File: config.mk
export PLATFORM = sky130hd
export DESIGN_NAME = mem_wb_stage
export DESIGN_NICKNAME = d
export VERILOG_FILES = /design/src/rtl/wb_pkg.sv /design/src/rtl/load_extend.sv /design/src/rtl/mem_wb_stage.sv
export SDC_FILE = /design/constraint.sdc
export NUM_CORES = 1
export LEC_CHECK = 0
export BUFFER_PORTS_ARGS = -buffer_cell sky130_fd_sc_hd__buf_4
export CAP_MARGIN = 15
export CELL_PAD_IN_SITES_DETAIL_PLACEMENT = 1
export CELL_PAD_IN_SITES_GLOBAL_PLACEMENT = 1
export CORE_UTILIZATION = 34
export CTS_BUF_LIST = sky130_fd_sc_hd__clkbuf_8
export CTS_CLUSTER_DIAMETER = 150
export DETAILED_ROUTE_END_ITERATION = 10
export GPL_TIMING_DRIVEN = 0
export HOLD_SLACK_MARGIN = 0.03
export PLACE_DENSITY = 0.82
export SYNTH_ARGS = -nofsm -noshare
export SYNTH_HDL_FRONTEND = slang
export SYNTH_HIERARCHICAL = 1
export SYNTH_SLANG_ARGS = --single-unit
File: constraint.sdc
create_clock -name clk -period 2.2 [get_ports clk]
set_clock_uncertainty 0.05 [all_clocks]
set_input_delay 0.33 -clock clk [delete_from_list [all_inputs] [get_ports clk]]
set_output_delay 0.33 -clock clk [all_outputs]
set_load 0.03 [all_outputs]
File: src/rtl/wb_pkg.sv
// Shared types and constants for the MEM/WB stage: writeback-source
// selector, load funct3 encodings, datapath width and the layout of the
// pipeline register captured at the MEM/WB boundary.
package wb_pkg;

  localparam int XLEN = 32;

  // Writeback source selector. The reserved encoding falls back to ALU.
  typedef enum logic [1:0] {
    WB_ALU  = 2'd0,
    WB_LOAD = 2'd1,
    WB_PC4  = 2'd2,
    WB_RSVD = 2'd3
  } wb_sel_e;

  // Load funct3 encodings. Any other value is treated as LW.
  localparam logic [2:0] F3_LB  = 3'b000;
  localparam logic [2:0] F3_LH  = 3'b001;
  localparam logic [2:0] F3_LW  = 3'b010;
  localparam logic [2:0] F3_LBU = 3'b100;
  localparam logic [2:0] F3_LHU = 3'b101;

  // Everything the WB stage needs from MEM. Load data is kept raw together
  // with the low address bits; extension happens after the register.
  typedef struct packed {
    logic            valid;
    logic            wb_en;
    logic [4:0]      rd;
    wb_sel_e         sel;
    logic [2:0]      funct3;
    logic [1:0]      addr;
    logic [XLEN-1:0] alu;
    logic [XLEN-1:0] pc4;
    logic [XLEN-1:0] rdata;
  } mem_wb_reg_t;

  // Map a raw 2-bit selector onto the enum, folding reserved onto ALU so
  // every downstream case statement only has three real arms.
  function automatic wb_sel_e decode_sel(input logic [1:0] raw);
    case (raw)
      2'd1:    decode_sel = WB_LOAD;
      2'd2:    decode_sel = WB_PC4;
      default: decode_sel = WB_ALU;
    endcase
  endfunction

endpackage

File: src/rtl/load_extend.sv
// Combinational load alignment and extension. Picks the addressed byte or
// halfword out of a word-aligned memory read and sign- or zero-extends it.
// Misaligned halfword addresses are not trapped: addr[0] is simply ignored.
module load_extend
  import wb_pkg::*;
(
  input  logic [2:0]      funct3,
  input  logic [1:0]      addr,
  input  logic [XLEN-1:0] raw,
  output logic [XLEN-1:0] ext
);

  logic [7:0]  byte_sel;
  logic [15:0] half_sel;

  // Select the addressed byte and halfword lanes of the raw word.
  always_comb begin
    byte_sel = raw[7:0];
    case (addr)
      2'd0: byte_sel = raw[7:0];
      2'd1: byte_sel = raw[15:8];
      2'd2: byte_sel = raw[23:16];
      2'd3: byte_sel = raw[31:24];
      default: byte_sel = raw[7:0];
    endcase
    half_sel = addr[1] ? raw[31:16] : raw[15:0];
  end

  // Extend the selected lane according to the load type.
  always_comb begin
    // NOTE: every output of a combinational block gets a default first so
    // no path through the case can leave it unassigned and infer a latch.
    ext = raw;
    case (funct3)
      F3_LB:   ext = {{(XLEN-8){byte_sel[7]}}, byte_sel};
      F3_LBU:  ext = {{(XLEN-8){1'b0}}, byte_sel};
      F3_LH:   ext = {{(XLEN-16){half_sel[15]}}, half_sel};
      F3_LHU:  ext = {{(XLEN-16){1'b0}}, half_sel};
      F3_LW:   ext = raw;
      default: ext = raw;
    endcase
  end

endmodule

File: src/rtl/mem_wb_stage.sv
// MEM/WB pipeline register plus writeback logic, feeding the register file.
// One cycle of latency MEM->WB; all wb_* and byp_* outputs are
// combinational from the register. flush beats stall; stall holds the
// register, so a held write is simply repeated.
// Optional feature macro: WB_INSTRET_EN enables the retired-instruction
// counter on instret; without it instret is tied to zero.
module mem_wb_stage
  import wb_pkg::*;
#(
  parameter int XLEN  = 32,
  parameter int CNT_W = 64
) (
  input  logic             clk,
  input  logic             rst_n,
  input  logic             mem_valid,
  input  logic             mem_wb_en,
  input  logic [4:0]       mem_rd,
  input  logic [1:0]       mem_wb_sel,
  input  logic [2:0]       mem_funct3,
  input  logic [XLEN-1:0]  mem_alu,
  input  logic [XLEN-1:0]  mem_pc4,
  input  logic [XLEN-1:0]  mem_rdata,
  input  logic             stall,
  input  logic             flush,
  output logic             wb_en,
  output logic [4:0]       rd_index,
  output logic [XLEN-1:0]  wb_data,
  output logic             byp_valid,
  output logic [4:0]       byp_rd,
  output logic [XLEN-1:0]  byp_data,
  output logic [CNT_W-1:0] instret
);

  mem_wb_reg_t     mem_wb_q;
  mem_wb_reg_t     mem_wb_d;
  logic [XLEN-1:0] load_data;

  // Pack the incoming MEM-stage fields into the register layout.
  always_comb begin
    mem_wb_d        = '0;
    mem_wb_d.valid  = mem_valid;
    mem_wb_d.wb_en  = mem_wb_en;
    mem_wb_d.rd     = mem_rd;
    mem_wb_d.sel    = decode_sel(mem_wb_sel);
    mem_wb_d.funct3 = mem_funct3;
    mem_wb_d.addr   = mem_alu[1:0];
    mem_wb_d.alu    = mem_alu;
    mem_wb_d.pc4    = mem_pc4;
    mem_wb_d.rdata  = mem_rdata;
  end

  // MEM/WB register: flush kills, stall holds, otherwise capture.
  always_ff @(posedge clk or negedge rst_n) begin
    // NOTE: the whole register, data fields included, is reset so that
    // wb_data reads 0 during reset rather than whatever was in flight.
    if (!rst_n) begin
      mem_wb_q <= '0;
    end else if (flush) begin
      // NOTE: sequential state uses non-blocking assignment so every flop
      // samples pre-edge values regardless of statement order.
      mem_wb_q.valid <= 1'b0;
    end else if (!stall) begin
      mem_wb_q <= mem_wb_d;
    end
  end

  load_extend u_load_extend (
    .funct3 (mem_wb_q.funct3),
    .addr   (mem_wb_q.addr),
    .raw    (mem_wb_q.rdata),
    .ext    (load_data)
  );

  // Writeback source mux and register-file write qualification.
  always_comb begin
    wb_data = mem_wb_q.alu;
    case (mem_wb_q.sel)
      WB_LOAD: wb_data = load_data;
      WB_PC4:  wb_data = mem_wb_q.pc4;
      default: wb_data = mem_wb_q.alu;
    endcase
    // Writes to x0 are dropped here so the register file never sees them.
    wb_en    = mem_wb_q.valid & mem_wb_q.wb_en & (mem_wb_q.rd != 5'd0);
    rd_index = mem_wb_q.rd;
  end

  // Same-cycle bypass for ID-stage reads that coincide with this write.
  assign byp_valid = wb_en;
  assign byp_rd    = rd_index;
  assign byp_data  = wb_data;

`ifdef WB_INSTRET_EN
  logic [CNT_W-1:0] instret_q;

  // Count each instruction once, on the edge where it leaves WB.
  always_ff @(posedge clk or negedge rst_n) begin
    if (!rst_n) begin
      instret_q <= '0;
    end else if (mem_wb_q.valid && !stall) begin
      instret_q <= instret_q + CNT_W'(1);
    end
  end

  assign instret = instret_q;
`else
  assign instret = '0;
`endif

endmodule

Word level (Yosys, flattened, before mapping) --
Cells that the tools add are included.
Word-level totals: register bits 110, bits of input ports 112
Cells by class: equality and inequality tests 11, mux-type cells 7, bitwise logic cells 4, reductions and logical operators 4
Operators by type and width (count):
- 32-bit one-hot mux with 4 select lines | 1
- 110-bit two-way mux | 1
- 32-bit one-hot mux with 2 select lines | 1
- 8-bit one-hot mux with 4 select lines | 1
- 16-bit two-way mux | 1
- 2-bit == test (second input constant) | 4
- 2-bit by 1-bit == test with 1-bit output (second input constant) | 3
- 3-bit == test (second input constant) | 2
- 5-bit nonzero test | 1
- 2-bit one-hot mux with 2 select lines | 1
- 3-bit by 1-bit == test with 1-bit output (second input constant) | 1
- 3-bit logical NOT | 1
- 1-bit AND | 2
- 2-bit logical NOT | 1
- 2-bit by 1-bit != test with 1-bit output (second input constant) | 1
- 1-bit inverter | 2
- 2-bit AND reduction | 1
- 1-bit two-way mux | 1

Longest topological paths before layout --
depth after elaboration 4, gate-level depth with buffers 9

Cells and area by module --
The synthesis kept the hierarchy.
By module, submodules not included:
- mem_wb_stage | instances 1, cells each 454, area each 5550.3 um^2, seq. area each 2702.6 um^2
- load_extend | instances 1, cells each 111, area each 668.1 um^2, seq. area each 0.0 um^2

Worst setup path after synthesis --
OpenSTA, ideal clock, no wires.
kind register -> output, start point register mem_wb_q[99] in the netlist's numbering, end point output port wb_data[16], arrival time 2.617 ns, slack -0.797 ns, stages on the path, launching flop included 9, path buffers 3, path through dfrtp_1 clkbuf_1 or4_4 o22ai_4 buf_6 a21o_1 a22oi_1 o21ai_0 buf_4
Between the ends: cells in the longest elaborated chain, start to end 3
Ends and longest elaborated chain:
- from (decl) | line mem_wb_stage.sv:34 | mem_wb_reg_t mem_wb_q;
- from (signal assigned) | line mem_wb_stage.sv:63 | mem_wb_q <= mem_wb_d;
- 3-bit == test, or another cell as far along | line load_extend.sv:34 | case (funct3)
- 32-bit one-hot mux with 4 select lines (*) | line load_extend.sv:34
- net load_data[16] | line mem_wb_stage.sv:36 | logic [XLEN-1:0] load_data;
- 32-bit one-hot mux with 2 select lines (*) | line mem_wb_stage.sv:77 | case (mem_wb_q.sel)
- to (decl) | line mem_wb_stage.sv:27 | output logic [XLEN-1:0] wb_data,
Mark *: on every way through the listed nets, which the timed path passes. The rest lies on a longest branch.

==> key figures <==
Timing
  • Achievable clock frequency: 340 MHz
  • Hold Worst Slack: 0.0780 ns
  • Final-report setup violation count: 64
  • Actual slew at the worst max-slew pin: 0.804 ns
  • Final hold violation count: 0
  • Count of final max-slew check failures: 0
  • RSZ-0062 raised after global routing: true
  • Post-route fraction of the period consumed by the critical path: 134%
  • Time the worst path needs with I/O delays and setup: 2.94 ns
  • Tightest slew margin relative to the limit: 46.4%
  • Setup ws final: -0.738 ns

CTS
  • Max Root-Sink Buffers: 2
  • Clock tree from TritonCTS: built
  • CTS clock-pin slew for the worst setup and hold paths: 0.10 ns
  • CTS H-Tree Depth: 3
  • Root Driver: clkbuf_8
  • Number of clock sinks: 108
  • Clock insertion delay at the later pin of the skew report: 0.39 ns
  • Number of buffers added by the clock tree synthesis step: 9

Synth
  • Mapped Area: 6220 um^2
  • Synth cell count leaders: 108 x dfrtp_1, 107 x buf_4, 77 x mux2_2
  • FF+latch count, synth: 108
  • Avg Cell Area, Syn: 11.0 um^2
  • Synthesis warning total: 6
  • Cell type with the largest total area after synthesis: dfrtp_1
  • Number of library cell types mapped by synthesis: 32
  • Gate Count Post-Synth: 565
  • Most used flip-flop cell after synthesis: dfrtp_1
  • Sequential area share after synthesis: 43.5%
  • Share of the synthesized area in the top cell type: 43.5%
  • Most area-consuming cells after synthesis: dfrtp_1 43%, mux2_2 14%, buf_4 13%, mux2_4 6.8%, a22oi_1 4.7%
  • Async set-or-reset flop fraction in the synthesized netlist: 100%
  • Number of flops mapped to enable cells by yosys: 0
  • Most used standard cell by instance count after synthesis: dfrtp_1

GRT
  • Gr ovfl total: 0
  • Maximum number of pins on one net before global-route repair: 64
  • Antenna violations before repair: 0
  • Overall track demand over capacity in global routing: 21.7%
  • Number of global-route vias before repair: 5447
  • Wire length of the first global-routing pass: 30300 um

Setup path
  • Beginning of the worst register-to-register path: mem_wb_q[65]$_DFFE_PN0P_
  • Reg2reg end: mem_wb_q[65]$_DFFE_PN0P_
  • WP data arrival: 2.56 ns
  • Crit end category: output port
  • Minimum setup slack among reg-to-reg paths: 1.05 ns
  • Cell with the biggest individual delay on the critical path: mux4_2
  • Worst setup path class: reg -> out
  • Largest delay contributor family on the critical path: compound AO/OA/AOI/OAI gates
  • Most common cell on crit path: buf_6
  • Worst r2r path cells: 3
  • Capturing instance or port of the critical path: wb_data[15]
  • CP peak stage delay: 0.52 ns
  • Number of cells on the critical path: 7
  • CP Launch Point: mem_wb_q[65]$_DFFE_PN0P_
  • Data required time at the worst endpoint: 1.82 ns
  • Worst path cell trace: mux4_2 > and3b_2 > a221o_1 > a22oi_2 > o21ai_4 > buf_6 > buf_6
  • Bufs and invs on worst path: 2
  • Critical path launch point type: register
  • Critical path fanouts, max: 8

Route
  • Final routed wire length divided by cell count: 18.7 um
  • Remaining DRCs: 0
  • Final antenna-violating net count: 0
  • Number of vias per cell: 4.78
  • Routed Wire Length: 20100 um
  • Via Count: 5131
  • Initial DRT Pass Iterations: 4
  • Drt initial violations: 178

Placement
  • Setup slack after placement: -0.514 ns
  • Number of input and output port buffers inserted: 187
  • Gp weighted congestion: 0.807
  • Sum of net half-perimeters after detailed placement: 14700 um
  • Cell Count Post-Placement: 1045
  • Placed standard-cell area: 8610 um^2

Floorplan
  • Area inside the core boundary: 18000 um^2
  • Height of the die: 137 um
  • Width of the die: 137 um
  • Number of cell rows: 49
  • Initial core utilization: 34.6%
  • Top-level I/O count: 252
  • Area of the die: 18800 um^2

Cells and area
  • Number of nets in the layout: 955
  • Design Area, Final: 9420 um^2
  • Final antenna diode count: 0
  • Area grow syn2layout: 51.5%
  • Fraction of layout cells with a size suffix above 1: 65.3%
  • Post-layout instance count excluding filler cells: 1073
  • Util after Layout: 52.5%

Outcome
  • Outcome: finished with violations
  • Failing checks: setup timing

Pwr
  • Peak supply drop: 0.436 mV
  • PwrDens: 826 nW/um^2
  • Static leakage: 4.58 nW

Hold path
  • Hold Path Class: in -> reg

Flow run
  • Maximum capacitance violations: 0
## cells by family (layout without fill, tap and decap cells)
kind of cell,after synthesis,after routing,share of synthesized area (%)
AOI/OAI and AO/OA,113,113,12.4
and+or+nand+nor,87,87,6.22
muxes,108,108,21.4
buffers and inverters,146,362,16.0
adders and majority gates,2,2,0.402
DFF,108,108,43.5
other,1,64,0.0603
## per-stage QoR
step           TNS, ns  total power [mW]
6_report        -36.06              7.78
4_1_cts         -38.23              7.74
3_5_place_dp    -20.34              6.10
3_3_place_gp    -19.25              6.02
2_1_floorplan    -4.65              5.00
5_1_grt         -41.99              8.17
## power by group
part           internal (mW)  total [mW]  switching (mW)
sequential              2.28        2.53           0.251
clock                  0.504        1.20           0.697
combinational           1.93        4.05            2.12
total                   4.71        7.78            3.07
## final cells by class
| cell class | count | area [um^2] |
|---|---|---|
| inverters | 4 | 15.0 |
| plain buffers | 138 | 1130 |
| clock buffers | 9 | 124 |
| multi-input cells | 374 | 3260 |
| well taps | 229 | 287 |
| flip-flops and latches | 108 | 2710 |
| repair buffers | 206 | 1860 |
| fillers | 1938 | 8540 |
| clock inverters | 5 | 47.5 |
## cells in the final DEF (no fill, tap or decap), types with 11 or more instances in the layout
cell	count
buf_4	212
dfrtp_1	105
buf_6	102
mux2_2	77
conb_1	64
nand2_1	59
a22oi_2	35
mux2_4	28
o21ai_2	20
a21o_1	17
o21ai_4	15
clkbuf_8	11
## sequential cells by signal, summed over array words and instances, names as in the netlist
name and flops:
byp_rd 5, mem_wb_q 103
## routing by layer
layer,wire length [um],GRT usage (%)
met2,10400,38.1
met5,0,0
met3,1300,5.15
met4,386,7.08
met1,8040,26.0
## repair_timing
action	in CTS	in global routing
gates cloned	2	1
hold buffers	1	0
gates resized for setup	112	29
pin swaps	37	22
hold endpoints to repair	45	0
endpoints found under the setup margin	65	64
setup buffers	8	6
## worst min-delay path by stage
| stage | endpoint | start | cells past startpoint |
|---|---|---|---|
| finish | mem_wb_q[109]$_DFFE_PN0P_ | flush | 2 |
| global route | mem_wb_q[109]$_DFFE_PN0P_ | flush | 2 |
| CTS | mem_wb_q[109]$_DFFE_PN0P_ | flush | 2 |
| detailed placement | mem_wb_q[74]$_DFFE_PN0P_ | rst_n | 1 |
| global placement | mem_wb_q[91]$_DFFE_PN0P_ | mem_wb_q[91]$_DFFE_PN0P_ | 1 |
| floorplan | byp_rd[0]$_DFFE_PN0P_ | rst_n | 0 |
(Power assumes the default switching activity.)
